### src/rtl/fetch_unit.sv
// Instruction-fetch stage: owns the PC, fetches from imem and holds one word toward decode.
// Latency 1 cycle pc->out; stalls when out_valid & ~out_ready; redirects flush; bad fetches trap until rst.
module fetch_unit #(
    parameter logic [31:0] RESET_PC  = 32'h0000_0000,
    parameter int          MEM_WORDS = 64
) (
    input  logic        clk,
    input  logic        rst,
    output logic [31:0] imem_addr,
    input  logic [31:0] imem_instr,
    input  logic        redirect_valid,
    input  logic [31:0] redirect_target,
    output logic        out_valid,
    input  logic        out_ready,
    output logic [31:0] out_pc,
    output logic [31:0] out_instr,
    output logic        fault,
    output logic [31:0] fault_pc
);

    localparam logic [31:0] LIMIT = 32'(MEM_WORDS * 4);

    typedef enum logic {
        RUN   = 1'b0,
        FAULT = 1'b1
    } state_t;

    state_t      state_q, state_d;
    logic [31:0] pc_q, pc_d;
    logic        out_valid_q, out_valid_d;
    logic [31:0] out_pc_q, out_pc_d;
    logic [31:0] out_instr_q, out_instr_d;
    logic [31:0] fault_pc_q, fault_pc_d;

    logic slot_free;
    logic redirect_bad;

    assign slot_free    = ~out_valid_q | out_ready;
    assign redirect_bad = (redirect_target[1:0] != 2'b00) || (redirect_target >= LIMIT);

    always_comb begin
        state_d     = state_q;
        pc_d        = pc_q;
        out_valid_d = out_valid_q;
        out_pc_d    = out_pc_q;
        out_instr_d = out_instr_q;
        fault_pc_d  = fault_pc_q;
        case (state_q)
            RUN: begin
                if (redirect_valid) begin
                    // A word consumed this cycle is already delivered; anything else held is dropped.
                    out_valid_d = 1'b0;
                    if (redirect_bad) begin
                        state_d    = FAULT;
                        fault_pc_d = redirect_target;
                    end else begin
                        pc_d = redirect_target;
                    end
                end else if (slot_free && (pc_q >= LIMIT)) begin
                    state_d     = FAULT;
                    fault_pc_d  = pc_q;
                    out_valid_d = 1'b0;
                end else if (slot_free) begin
                    out_instr_d = imem_instr;
                    out_pc_d    = pc_q;
                    out_valid_d = 1'b1;
                    pc_d        = pc_q + 32'd4;
                end
            end
            FAULT: begin
                out_valid_d = 1'b0;
            end
            default: begin
                state_d = RUN;
            end
        endcase
    end

    always_ff @(posedge clk) begin
        if (rst) begin
            state_q     <= RUN;
            pc_q        <= RESET_PC;
            out_valid_q <= 1'b0;
            out_pc_q    <= 32'h0;
            out_instr_q <= 32'h0;
            fault_pc_q  <= 32'h0;
        end else begin
            state_q     <= state_d;
            pc_q        <= pc_d;
            out_valid_q <= out_valid_d;
            out_pc_q    <= out_pc_d;
            out_instr_q <= out_instr_d;
            fault_pc_q  <= fault_pc_d;
        end
    end

    assign imem_addr = pc_q;
    assign out_valid = out_valid_q;
    assign out_pc    = out_pc_q;
    assign out_instr = out_instr_q;
    assign fault     = (state_q == FAULT);
    assign fault_pc  = fault_pc_q;

endmodule

### config.mk
export PLATFORM = sky130hd
export DESIGN_NAME = fetch_unit
export DESIGN_NICKNAME = d
export VERILOG_FILES = /design/src/rtl/fetch_unit.sv
export SDC_FILE = /design/constraint.sdc
export NUM_CORES = 1
export LEC_CHECK = 0
export BUFFER_PORTS_ARGS = -buffer_cell sky130_fd_sc_hd__clkbuf_2
export CORE_ASPECT_RATIO = 1.5
export CORE_MARGIN = 8
export CORE_UTILIZATION = 49
export DETAILED_ROUTE_END_ITERATION = 10
export PLACE_DENSITY = 0.88
export REMOVE_ABC_BUFFERS = 1
export SYNTH_ARGS = -nofsm -noshare
export SYNTH_HDL_FRONTEND = slang
export SYNTH_SLANG_ARGS = --single-unit
### constraint.sdc
create_clock -name clk -period 2.8 [get_ports clk]
set_input_delay 0.7 -clock clk [delete_from_list [all_inputs] [get_ports clk]]
set_output_delay 0.7 -clock clk [all_outputs]
set_load 0.005 [all_outputs]
# == Word level (Yosys, flattened, before mapping) ==
# Cells that the tools add are included.
# word_totals
register_bits,130
inputBits,68
wordCells,41
# op_classes
n_addsub,1
order_cmp,2
eq_ne,4
mux,15
n_bitwise,5
n_reduce_logical,8
# op_table
op,n
$mux 32,7
$ge 32x9->1 const B,2
$add 32x3->32 const B,1
$reduce_and 4->1,2
$mux 1,7
$reduce_bool 2->1,3
$ne 2x2->1 const B,2
$ne 4x4->1 const B,1
$not 1->1,4
$reduce_and 3->1,1
$ne 2x1->1 const B,1
$pmux 1 s2,1
$logic_and 1x1->1,1
$logic_or 1x1->1,1
$or 1x1->1,1

# == Longest topological paths before layout ==
# Gate-level depths: netlist of the first run.
# logic_depth
ltp_word,6
depth_mapped,7
depth_no_buf,5

# == Worst setup path after synthesis of the first run ==
# Ideal clock, no wire load.
# synth_timing
path_type,input to register
startpoint,input port redirect_target[17]
endpoint,"register fault_pc_q[10], in the netlist fault_pc[10]"
setup_ps,87
arrival_ps,2190
slack_ps,523
stages,7
path_buffers,2
cell_sequence,or4_1 nor3_2 a21boi_1 or2_1 buf_6 buf_12 a221oi_2
# synth_via
elab_chain_cells,4
# synth_rtl
item,line,source
from (decl),12,"input logic [31:0] redirect_target,"
$ge 32x9->1,39,assign redirect_bad = (redirect_target[1:0] != 2'b00) || (redirect_target >= LIMIT);
$logic_or 1x1->1,39,
$ne 2x1->1 (no line),-,
$reduce_and 3->1 (no line),-,
to (signal assigned),93,fault_pc_q <= fault_pc_d;
to (decl),33,"logic [31:0] fault_pc_q, fault_pc_d;"
# No other way between the ends.
# A chain may end at the register's enable or synchronous reset.

# == Final worst setup path of the first run ==
# layout_timing
startpoint,"register pc_q[19], in the netlist imem_addr[19]"
endpoint,"register pc_q[2], in the netlist imem_addr[2]"
# layout_via
elab_chain_cells,4
# layout_rtl
item,line,source
from (decl),29,"logic [31:0] pc_q, pc_d;"
from (signal assigned),89,pc_q <= pc_d;
$ge 32x9->1,59,end else if (slot_free && (pc_q >= LIMIT)) begin
$logic_and 1x1->1,59,
$ne 2x2->1 (no line),-,
$reduce_and 4->1 (no line),-,
# No other way between the ends.

==> metrics.csv, run 1 <==
stage,metric,value,unit
global_route,grt_max_degree,52,
layout,finalNetCount,805,
job,drv_cap,0,
place,port_buffers,197,
pwr,swShare,22.83,%
layout,syn_to_final_growth,33.79,%
clocking,cts_buffers,17,
worst_setup_path,start_kind,flop,
clocking,htreeDepth,4,
synthesis,synth_common_cells,"dfxtp_1, nand2_1, and2_1",
clocking,holdBufCountCts,0,
sta,max_freq,426.3,MHz
pwr,power.share.clock,49.7,%
layout,fillCellCount,808,
layout,antennaDiodeCount,0,
floorplanning,core_area,0.01042,sq mm
floorplanning,fp-row-count,46,
clocking,cts.clk_slew.worst_paths,0.05,ns
sta,maxSlewHeadroom,32.57,%
global_route,grt_pass1_vias,4941,
synthesis,synthTopCellsByArea,"dfxtp_1, a221oi_2, nand2_1",
global_route,grt_pass1_wl,23670,um
sta,final_max_slew_viol_count,0,
worst_setup_path,arrival,2.65,ns
hold_path,holdPathEnd,out_pc[0],
synthesis,syn-cell-area,0.005151,sq mm
worst_setup_path,critical_path_class,flop to flop,
sta,setup_violations,0,
synthesis,synth-async-reset-ratio,0,%
worst_setup_path,regToRegSetupSlack,0.45,ns
synthesis,synth_warnings,0,
floorplanning,die_area,0.01412,sq mm
outcome,outcome,finished clean,
global_route,grt_usage,20.89,%
global_route,overflow,0,
clocking,clkSinkCount,130,
clocking,cts-root-buf,clkbuf_16,
place,place_hpwl,11110,um
worst_setup_path,crit_required,3.10,ns
layout,drive_gt1_share,37.70,%
sta,fin_crit,2.346,ns
floorplanning,io_pins,198,
pwr,powerDensity,706.7,mW/mm^2
place,gp_congestion,0.8287,
synthesis,ys_ff_latch,130,
detailed_routing,num_vias,4655,
detailed_routing,drt-total-wl,14740,um
sta,rsz0062_at_grt,no,
worst_setup_path,timing.rr.end,imem_addr[2],
floorplanning,die_h,141.6,um
pwr,p_int,3758,uW
pwr,p_leak,0.003015,uW
clocking,cts_tree,yes,
sta,fin_hold_ws,0.4513,ns
hold_path,min_path_type,flop to flop,
synthesis,synth_top_area_cell,dfxtp_1,
hold_path,hold_path.startpoint,out_pc[0],
clocking,cts_setup_buffers,0,
synthesis,netlist.area_leader.share,50.52,%
detailed_routing,drtIter0Drc,221,
pwr,pwr-share-comb,9.7,%
sta,hold_violations,0,
floorplanning,initial_core_util,49.45,%
clocking,clk_latency,0.41,ns
detailed_routing,wl_per_cell,16.53,um
synthesis,yosysMostFrequentCell,dfxtp_1,
synthesis,avgSynthCellArea,9.417,sq um
synthesis,synth-edff-count,0,
sta,clock_skew,0.005965,ns
pwr,seqPwrFrac,40.7,%
global_route,antenna_found_initial,0,
sta,worstMarginPinSlew,1.006,ns
worst_setup_path,reg2reg_from,imem_addr[19],
detailed_routing,routed_via_density,5.219,
synthesis,ys.flop_type,dfxtp_1,
hold_path,holdPathStages,2,
detailed_routing,ant_nets,0,
pwr,power_switching,1112,uW
synthesis,ys_seq_area_share,50.52,%
layout,fin_util,66.15,%
pwr,ir_worst_vdd,0.6054,mV
worst_setup_path,path_max_fanout,44,
sta,fin_crit_sh,83.77,%
clocking,cts_resized,0,
detailed_routing,drc,0,
worst_setup_path,critPathCaptureType,flop,
synthesis,postSynthCellCount,547,
synthesis,synthDistinctLibCells,46,
worst_setup_path,ff2ff_path_depth,6,
clocking,clockBufferDepth,2,
detailed_routing,dr.pass1.iters,4,
floorplanning,die_x,99.72,um
-- layer usage --
| metal | part of all wire, % | GRT usage [%] | up-vias | routed length, um |
|---|---|---|---|---|
| met5 | 0 | 0 | - | 0 |
| met3 | 7.4 | 7.749 | 36 | 1094 |
| met1 | 35 | 20.06 | 2203 | 5232 |
| met4 | 3.2 | 9.688 | 0 | 469 |
| li1 | - | - | 2259 | - |
| met2 | 54 | 38.17 | 157 | 7945 |
-- critical path, stage by stage (launching register included) --
cell,delay [ns]
dfxtp_1,0.34
nor4_1,0.44
and4_1,0.38
and4_1,0.25
buf_4,0.39
nor2_1,0.14
o41ai_1,0.31
-- power by group through the flow --
| stage | Clock, uW | Sequential, uW | Combinational, uW |
|---|---|---|---|
| 6_report | 2420 | 1980 | 471 |
| 4_1_cts | 2460 | 1980 | 475 |
| 3_3_place_gp | 0 | 2020 | 457 |
| 2_1_floorplan | 0 | 2020 | 214 |
| 3_5_place_dp | 0 | 2020 | 473 |
| 5_1_grt | 2560 | 1990 | 519 |
-- metrics by stage --
stage / cells / worst slack, ns / instance area (sq um) / total power, uW / TNS, ns
6_report: 892 / 0.4544 / 6892 / 4871 / 0
5_1_grt: 892 / 0.1634 / 6892 / 5069 / 0
4_1_cts: 892 / 0.4221 / 6892 / 4918 / 0
3_5_place_dp: 860 / 0.1323 / 6231 / 2492 / 0
3_3_place_gp: 860 / 0.2297 / 6231 / 2472 / 0
2_1_floorplan: 506 / -1.307 / 4923 / 2234 / -38.15
-- logic make-up (layout without fill, tap and decap cells) --
family | Yosys count | count (layout) | synth area share, %
buffers and inverters | 81 | 282 | 7.335
AOI/OAI and AO/OA | 125 | 125 | 20.70
adders and majority gates | 2 | 2 | 0.4857
and+or+nand+nor | 209 | 209 | 20.96
DFF | 130 | 130 | 50.52
-- how the worst max path moves through the flow --
stage                        start            to
2_1_floorplan  redirect_target[17]   fault_pc[0]
3_3_place_gp   redirect_target[17]  fault_pc[31]
3_5_place_dp   redirect_target[17]  fault_pc[31]
4_1_cts              imem_addr[19]  imem_addr[2]
5_1_grt              imem_addr[19]  imem_addr[2]
6_report             imem_addr[19]  imem_addr[2]
-- layout by cell type (no fill, tap or decap), drive strengths merged --
cell type and count:
clkbuf 216, dfxtp 130, nand2 91, and2 50
a21oi 43, inv 41, a221oi 32, nor2b 26
a211oi 26, buf 14, nor2 13, nor4 8
o21ai 7, bufinv 5, or4 5, nand2b 4
and4 3, o41ai 3, clkinvlp 3, nor3 3
clkinv 3, nand3 2, a22o 2, o31ai 2
a32o 2, ha 2, or2 2, nand4 1
a21boi 1, o311ai 1, o21a 1, o221a 1
a41oi 1, o211ai 1, and3 1, o211a 1
a2111oi 1
-- registers in the layout (all words and copies together) (netlist names) --
| name | flops |
|---|---|
| fault | 1 |
| fault_pc | 32 |
| imem_addr | 32 |
| out_instr | 32 |
| out_pc | 32 |
| out_valid | 1 |
-- final cells by class --
type / count / area (sq um) / share of cell area (%)
clock buffer: 20 / 456.7 / 6.627
inverter: 40 / 150.1 / 2.179
multi-input combinational: 336 / 2187 / 31.74
sequential: 130 / 2603 / 37.76
clock inverter: 12 / 203.9 / 2.959
tap: 144 / 180.2 / 2.614
timing repair buffer: 210 / 1111 / 16.12
Note: power is estimated with default switching activity, not from simulation.
==> run 2: changes to the inputs <==
==> constraint.sdc (replaced) <==
create_clock -name clk -period 2.16 [get_ports clk]
set_input_delay 0.54 -clock clk [delete_from_list [all_inputs] [get_ports clk]]
set_output_delay 0.54 -clock clk [all_outputs]
set_load 0.005 [all_outputs]
==> run 2 against run 1 <==
  * Flip-flop and latch count did not move
  * Die area did not move
  * Sequential power rose by 29%
  * Clock power rose by 5%
  * Combinational power rose by 42%
==> metrics.csv, run 2 (synthesized netlist as in run 1, its figures left out) <==
stage,metric,value,unit,change
outcome,outcome,finished clean,,
place,port_buffers,197,,unchanged
floorplanning,die_area,0.01412,sq mm,unchanged
pwr,p_leak,0.003064,uW,+1.6%
sta,fin_crit_sh,97.07,%,+13 points
sta,hold_violations,0,,unchanged
detailed_routing,drc,0,,unchanged
clocking,cts.clk_slew.worst_paths,0.05,ns,about the same
global_route,antenna_found_initial,0,,unchanged
global_route,grt_pass1_vias,5001,,+1.2%
detailed_routing,dr.pass1.iters,5,,+1
pwr,ir_worst_vdd,0.6169,mV,+1.9%
global_route,grt_pass1_wl,24170,um,+2.1%
global_route,grt_max_degree,64,,+23%
floorplanning,initial_core_util,49.45,%,unchanged
detailed_routing,drt-total-wl,15330,um,+4.0%
clocking,cts_tree,yes,,
worst_setup_path,start_kind,flop,,
floorplanning,io_pins,198,,unchanged
hold_path,hold_path.startpoint,imem_instr[8],,
sta,final_max_slew_viol_count,0,,unchanged
place,place_hpwl,11560,um,+4.1%
layout,syn_to_final_growth,34.88,%,
floorplanning,die_x,99.72,um,unchanged
worst_setup_path,crit_start,imem_addr[10],,
layout,antennaDiodeCount,0,,unchanged
worst_setup_path,path_max_fanout,13,,-70%
clocking,clockBufferDepth,2,,unchanged
detailed_routing,num_vias,4761,,+2.3%
place,pre_cts_ws,-0.3255,ns,-0.4578 ns
place,gp_congestion,0.8665,,+4.6%
worst_setup_path,critPathCaptureType,flop,,
floorplanning,die_h,141.6,um,unchanged
pwr,powerDensity,830.7,mW/mm^2,+18%
sta,clock_skew,0.008239,ns,+0.002274 ns
worst_setup_path,critical_path_class,flop to flop,,
sta,fin_ws,0.06340,ns,-0.3910 ns
layout,drive_gt1_share,39.40,%,+1.7 points
worst_setup_path,arrival,2.40,ns,-0.25 ns
detailed_routing,wl_per_cell,16.88,um,+2.1%
clocking,clkSinkCount,130,,unchanged
sta,setup_violations,0,,unchanged
clocking,clk_latency,0.40,ns,about the same
floorplanning,core_area,0.01042,sq mm,unchanged
clocking,htreeDepth,4,,unchanged
layout,finalNetCount,822,,+2.1%
detailed_routing,ant_nets,0,,unchanged
sta,maxSlewHeadroom,48.59,%,+16 points
hold_path,min_path_type,primary input to flop,,
detailed_routing,routed_via_density,5.243,,+0.47%
floorplanning,fp-row-count,46,,unchanged
clocking,cts_buffers,17,,unchanged
detailed_routing,drtIter0Drc,232,,+5.0%
sta,max_freq,477.0,MHz,+12%
layout,final_common_cell,clkbuf_2,,
job,drv_cap,0,,unchanged
layout,fillCellCount,797,,-1.4%
worst_setup_path,crit_required,2.46,ns,-0.64 ns
clocking,cts-root-buf,clkbuf_16,,
layout,most-common-layout-cells,"clkbuf_2, dfxtp_1, nand2_1",,
sta,fin_crit,2.097,ns,-0.2490 ns
worst_setup_path,reg2reg_from,imem_addr[10],,
pwr,total_power,5772,uW,+19%
sta,finalSetupTns,0,ns,unchanged
global_route,overflow,0,,unchanged
sta,worstMarginPinSlew,0.7711,ns,-0.2349 ns
sta,rsz0062_at_grt,no,,
layout,fin_util,66.69,%,+0.54 points
global_route,grt_usage,21.33,%,+0.44 points
## run 2: cell count changes in the layout (fill, tap and decap cells not counted), moves of 2 or more
cell       delta
buf_12        +2
clkinv_2      +5
bufinv_16     -5
buf_4        +13
## run 2: worst paths after layout
check / to / slack (ns) / depth (start not counted)
setup / recovery: fault_pc[0] / 0.06 / 6
hold / removal: out_instr[8] / 0.36 / 3
setup reg to reg: fault_pc[0] / 0.06 / 6
hold reg to reg: out_instr[23] / 0.45 / 2
## run 2: routing by layer
metal	share of wire (%)	GRT usage [%]
met5	0	0
met4	3.4	12.57
met3	7.1	7.700
met2	54	38.49
met1	36	20.02
## run 2: area by class of cell
cell class / instances / area [sq um] / area share [%]
clock buffers: 21 / 470.5 / 6.771
clock inverters: 10 / 61.31 / 0.8824
inverters: 40 / 150.1 / 2.161
multi-input cells: 336 / 2208 / 31.78
flip-flops and latches: 130 / 2603 / 37.46
well taps: 144 / 180.2 / 2.593
repair buffers: 227 / 1275 / 18.35
## run 2: power breakdown
part	leakage [uW]	total (uW)	switching (uW)	internal [uW]
registers	0.00106	2560	65.2	2500
clock network	0.000260	2540	1000	1540
logic	0.00174	667	374	294
## run 2: what timing repair did
| action | CTS | global route |
|---|---|---|
| hold endpoints to repair | 0 | 0 |
| setup buffers | 0 | 1 |
| gates resized for setup | 0 | 8 |
| setup endpoints to repair | 0 | 75 |
| hold buffers | 0 | 0 |
## run 2: critical path, cell delays in order, from the launching register on
cell	delay [ns]
dfxtp_1	0.33
or4_4	0.56
nor2_4	0.21
a21oi_2	0.09
or2_2	0.36
buf_12	0.17
a221oi_1	0.27
## run 2: stage by stage
step	cells	hold slack, ns	cell area, sq um
2_1_floorplan	506	0.4467	4923
3_3_place_gp	876	0.4412	6376
3_5_place_dp	876	0.4454	6376
4_1_cts	907	0.3300	6908
5_1_grt	908	0.3460	6948
6_report	908	0.3564	6948
